[config.mk]
export PLATFORM = sky130hd
export DESIGN_NAME = noc_inject_arbiter
export DESIGN_NICKNAME = d
export VERILOG_FILES = /design/src/rtl/noc_pkg.sv /design/src/rtl/noc_inject_arbiter_rr_pick.sv /design/src/rtl/noc_inject_arbiter.sv
export SDC_FILE = /design/constraint.sdc
export NUM_CORES = 1
export LEC_CHECK = 0
export BUFFER_PORTS_ARGS = -buffer_cell sky130_fd_sc_hd__buf_2
export CORE_UTILIZATION = 42
export CTS_CLUSTER_SIZE = 30
export DETAILED_ROUTE_END_ITERATION = 12
export HOLD_SLACK_MARGIN = 0.12
export PLACE_DENSITY = 0.88
export SLEW_MARGIN = 20
export SYNTH_ARGS = -nofsm -noshare
export SYNTH_HDL_FRONTEND = slang
export SYNTH_HIERARCHICAL = 1
export SYNTH_SLANG_ARGS = --single-unit
[constraint.sdc]
create_clock -name clk -period 3.7 [get_ports clk]
set_input_delay 0.925 -clock clk [delete_from_list [all_inputs] [get_ports clk]]
set_output_delay 0.925 -clock clk [all_outputs]
set_load 0.05 [all_outputs]
[src/rtl/noc_pkg.sv]
// Shared NoC definitions: flit type encoding, arbiter states and the
// default flit width used by the injection path.
package noc_pkg;

  localparam int unsigned FLIT_W_DEF = 34;

  typedef enum logic [1:0] {
    FT_BODY   = 2'b00,
    FT_TAIL   = 2'b01,
    FT_HEAD   = 2'b10,
    FT_SINGLE = 2'b11
  } flit_type_e;

  typedef enum logic {
    ARB_IDLE   = 1'b0,
    ARB_LOCKED = 1'b1
  } arb_state_e;

  // Takes the two type bits from the top of a flit.
  function automatic flit_type_e flit_type(input logic [1:0] type_bits);
    return flit_type_e'(type_bits);
  endfunction

endpackage

[src/rtl/noc_inject_arbiter_rr_pick.sv]
// Combinational round-robin picker: first set request at or after ptr,
// wrapping modulo NREQ, found by scanning a doubled request vector.
module rr_pick
  import noc_pkg::*;
#(
  parameter int unsigned NREQ = 4,
  parameter int unsigned IDW  = $clog2(NREQ)
) (
  input  logic [NREQ-1:0] req,
  input  logic [IDW-1:0]  ptr,
  output logic [NREQ-1:0] gnt,
  output logic [IDW-1:0]  idx,
  output logic            any
);

  logic [2*NREQ-1:0] dbl;

  assign dbl = {req, req};

  always_comb begin
    idx = '0;
    any = 1'b0;
    for (int unsigned i = 0; i < 2 * NREQ; i++) begin
      if (!any && (i >= 32'(ptr)) && dbl[i]) begin
        any = 1'b1;
        idx = IDW'(i % NREQ);
      end
    end
    gnt = any ? (NREQ'(1) << idx) : '0;
  end

endmodule

[src/rtl/noc_inject_arbiter.sv]
// Packet-level round-robin arbiter feeding a router local input through one
// registered slice. Optional protocol checking under NOC_ARB_PROTO_CHECK_EN.
module noc_inject_arbiter
  import noc_pkg::*;
#(
  parameter int unsigned FLIT_W = FLIT_W_DEF,
  parameter int unsigned NREQ   = 4,
  parameter int unsigned IDW    = $clog2(NREQ)
) (
  input  logic                   clk,
  input  logic                   rst,
  input  logic [NREQ*FLIT_W-1:0] req_flit,
  input  logic [NREQ-1:0]        req_valid,
  output logic [NREQ-1:0]        req_ready,
  output logic [FLIT_W-1:0]      lin_flit,
  output logic                   lin_valid,
  input  logic                   lin_ready,
  output logic [IDW-1:0]         grant_id,
  output logic                   busy,
  output logic                   err,
  output logic [IDW-1:0]         err_id
);

  arb_state_e        state, state_n;
  logic [IDW-1:0]    ptr, owner, sel, sel_inc, pick_idx;
  logic [NREQ-1:0]   pick_gnt;
  logic              pick_any, slot_free, sel_valid, accept, fwd;
  logic [FLIT_W-1:0] sel_flit;
  flit_type_e        ft;
`ifdef NOC_ARB_PROTO_CHECK_EN
  logic              err_set;
`endif

  rr_pick #(.NREQ(NREQ), .IDW(IDW)) u_pick (
    .req (req_valid),
    .ptr (ptr),
    .gnt (pick_gnt),
    .idx (pick_idx),
    .any (pick_any)
  );

  assign slot_free = !lin_valid || lin_ready;
  assign sel       = (state == ARB_LOCKED) ? owner : pick_idx;
  assign sel_valid = (state == ARB_LOCKED) ? req_valid[owner] : pick_any;
  assign sel_flit  = req_flit[sel*FLIT_W +: FLIT_W];
  assign ft        = flit_type(sel_flit[FLIT_W-1 -: 2]);
  assign accept    = sel_valid && slot_free;
  assign sel_inc   = (32'(sel) == NREQ - 1) ? '0 : sel + IDW'(1);
  assign busy      = (state == ARB_LOCKED);

  // While locked, non-owners stay blocked even when the owner is idle.
  always_comb begin
    req_ready = '0;
    if (state == ARB_IDLE) begin
      req_ready = slot_free ? pick_gnt : '0;
    end else if (accept) begin
      req_ready = NREQ'(1) << owner;
    end
  end

  always_comb begin
    state_n = state;
    fwd     = accept;
`ifdef NOC_ARB_PROTO_CHECK_EN
    err_set = 1'b0;
`endif
    unique case (state)
      ARB_IDLE: begin
        if (accept) begin
          if (ft == FT_HEAD) state_n = ARB_LOCKED;
`ifdef NOC_ARB_PROTO_CHECK_EN
          if (ft == FT_BODY || ft == FT_TAIL) begin
            fwd     = 1'b0;
            err_set = 1'b1;
          end
`endif
        end
      end
      ARB_LOCKED: begin
        if (accept) begin
          if (ft == FT_TAIL) state_n = ARB_IDLE;
`ifdef NOC_ARB_PROTO_CHECK_EN
          if (ft == FT_HEAD) err_set = 1'b1;
`endif
        end
      end
      default: state_n = ARB_IDLE;
    endcase
  end

  always_ff @(posedge clk or posedge rst) begin
    if (rst) state <= ARB_IDLE;
    else     state <= state_n;
  end

  always_ff @(posedge clk or posedge rst) begin
    if (rst) begin
      ptr       <= '0;
      owner     <= '0;
      grant_id  <= '0;
      lin_flit  <= '0;
      lin_valid <= 1'b0;
    end else begin
      if (accept) begin
        grant_id <= sel;
        if (state == ARB_IDLE && ft == FT_HEAD) owner <= sel;
        // Pointer advances past whoever just finished (or consumed) a packet.
        if ((state == ARB_IDLE && ft != FT_HEAD) ||
            (state == ARB_LOCKED && ft == FT_TAIL)) ptr <= sel_inc;
      end
      if (fwd) begin
        lin_flit  <= sel_flit;
        lin_valid <= 1'b1;
      end else if (lin_ready) begin
        lin_valid <= 1'b0;
      end
    end
  end

`ifdef NOC_ARB_PROTO_CHECK_EN
  always_ff @(posedge clk or posedge rst) begin
    if (rst) begin
      err    <= 1'b0;
      err_id <= '0;
    end else if (err_set) begin
      err <= 1'b1;
      if (!err) err_id <= sel;
    end
  end
`else
  assign err    = 1'b0;
  assign err_id = '0;
`endif

endmodule

==> out/qor.txt <==
initial antenna violation count - 1
ys flop type - dfrtp_1
Mapped Cells - 194
wire length per cell - 16.4 um
Core Region - 6350 sq um
Port Buffers - 184
hold_ws - 507 ps
synthesized area - 2770 sq um
Post-CTS Resized - 0
fmax - 308 MHz
critical path class - primary input to output pin
DRC errors left - 0
Clock Sinks - 42
crit path buf inv count - 2
Cell Rows - 29
Pre-antenna DRT Iters - 4
Skew-Pair Late Insertion Delay - 290 ps
Global Route Usage Sum - 0.227
VDD IR max - 0.000735 V
postcts setup bufs - 0
Distinct cells, synth - 33
H-tree level count - 2
first-pass GRT wire length - 12.4 mm
warning count from the yosys run - 6
Final Hold Violating Endpoints - 0
Cell Pwr Density - 984 nW/um^2
Hold Path Class - register to register
Final Cycle Share - 0.878
die area - 6930 sq um
Final setup viols - 0
Final nets - 518
Worst Max-Slew Pin Slew - 886 ps
post-layout minimum cycle time - 3250 ps
final wirelength - 7.44 mm
post-synthesis register bit count - 42
EDFF count, synth - 0
Syn-to-layout area delta - 38.8%
Final HPWL DP - 6.01 mm
CTS clk-pin slew, worst paths - 80 ps
startpoint types - primary input
DRT iter0 DRCs - 60
Fin Clk Skew - 3.77 ps
layout cells sized above 1 - 0.739
CP max stage cell - mux4_2
via count - 2422
hold buffers post-CTS - 0
GR Util met2 - 0.432
Final GP Congestion - 0.770
initial cell density of the core - 0.436
met1 usage - 0.245
Worst setup EP type - output pin
slowest cell delay on critical path - 460 ps
Max Fanout on Critical Path - 10
Leak - 1.84 nW
Max clock buf depth - 2
Antenna Nets Post-Route - 0
Avg Inst Size Synth - 14.3 sq um
Post-synth ARST share - 1.00
required time of the critical path - 2770 ps
Die X - 83.2 um
Arrival @ worst endpoint - 2320 ps
I/O pin count - 188
RSZ-0062 raised after global routing - no
Die H - 83.2 um
crit-path cells - buf_2, mux4_2, mux2i_1, nor2_4, nand3_1, o21ai_1, buf_2
Root Buffer Master - clkbuf_8
CTS tree - done
gr busiest metal - met2
vias in the first global route - 2659
status - finished, final reports clean
Seq/Total Area, Yosys - 0.379
slew margin rel. - 0.409
Via-to-Cell Ratio - 5.33
Crit path max-delay family - multiplexers
met3 GRT Util - 0.0507
Final Max Slew Viols - 0
largest net degree at the start of global routing - 43
Cells after DPL - 445
post-route insts no fill - 454
total of max-cap violations - 0
CP dominant cell by count - buf_2
TritonCTS buffer count - 5
global route total overflow - 0
where the power goes:
| group | switching (W) | leakage, nW | total [W] | internal, W |
|---|---|---|---|---|
| registers | 0.000172 | 0.488 | 0.000875 | 0.000703 |
| clock network | 0.000163 | 0.0441 | 0.000296 | 0.000133 |
| logic | 0.00155 | 1.30 | 0.00262 | 0.00107 |
cell usage after synthesis, types with 3 or more instances:
cell	n	share of area
dfrtp_1	42	0.38
mux2_2	36	0.15
mux4_2	35	0.28
nor2_1	9	0.012
a21oi_1	8	0.014
buf_2	8	0.014
nand2_1	6	0.0081
o21ai_0	6	0.011
inv_1	5	0.0068
buf_4	3	0.0081
clkbuf_1	3	0.0041
mux2i_1	3	0.011
o31ai_1	3	0.0081
cell families after synthesis:
family | share of synthesized area
muxes | 0.458
DFF | 0.379
xor gates and xnor gates | 0.00316
other | 0.00135
buffers and inverters | 0.0451
and+or+nand+nor | 0.0433
AOI/OAI and AO/OA | 0.0700
cell usage in the layout, fill, tap and decap left out, types with 3 or more instances in the layout:
cell      instances
conb_1            3
o21ai_0           4
nand2_1           6
clkbuf_8          5
nor2_1            8
buf_4             6
buf_2           184
dfrtp_1          42
a21oi_1           8
mux2_2           36
o31ai_1           3
inv_1             4
mux4_2           35
worst paths after layout:
path,from,endpoint,cells past startpoint,slack (ps)
worst max-delay path,req_valid[2],req_ready[2],7,450
worst min-delay path,lin_flit[24]$_DFFE_PP0P_,lin_flit[24]$_DFFE_PP0P_,1,510
worst max register to register,ptr[1]$_DFFE_PP0P_,ptr[0]$_DFFE_PP0P_,8,580
worst min register to register,lin_flit[24]$_DFFE_PP0P_,lin_flit[24]$_DFFE_PP0P_,1,510
max in group asynchronous,rst,busy$_DFF_PP0_,2,2330
min in group asynchronous,rst,lin_flit[17]$_DFFE_PP0P_,2,820
sequential cells by signal, summed over array words and instances (netlist names):
register   flops
lin_flit      34
grant_id       2
lin_valid      1
busy           1
owner          2
ptr            2
layer usage:
layer,wire [um],up-vias,share of wire
met5,0,-,0
met4,134,0,0.018
met3,466,10,0.063
met2,4190,115,0.56
met1,2650,1179,0.36
li1,-,1118,-
worst register-to-register path, cell delays in order, from the launching register on:
cell	delay (ps)
dfrtp_1	570
mux2i_1	260
nor2_1	60
a311oi_1	510
mux2i_4	170
mux4_2	520
nand2b_4	180
a2111oi_4	380
mux2_1	360
per-stage QoR:
step / area, sq um / util / power (W) / setup TNS (ps) / setup WS [ps]
after floorplan: 2780 / - / 0.00295 / -835 / -418
after global placement: 3750 / 0.591 / 0.00344 / 0 / 287
after detailed placement: 3750 / 0.591 / 0.00353 / 0 / 156
after CTS: 3840 / 0.606 / 0.00383 / 0 / 444
after global routing: 3850 / 0.606 / 0.00402 / 0 / 355
final: 3850 / 0.606 / 0.00379 / 0 / 452
final cells by class:
cell class / instances / area, sq um
diodes: 1 / 2.50
clock buffers: 5 / 68.8
clock inverters: 3 / 21.3
fillers: 509 / 2500
inverters: 5 / 18.8
multi-input cells: 131 / 1620
flip-flops and latches: 42 / 1050
well taps: 77 / 96.3
repair buffers: 190 / 966
Note: power is estimated with default switching activity, not from simulation.
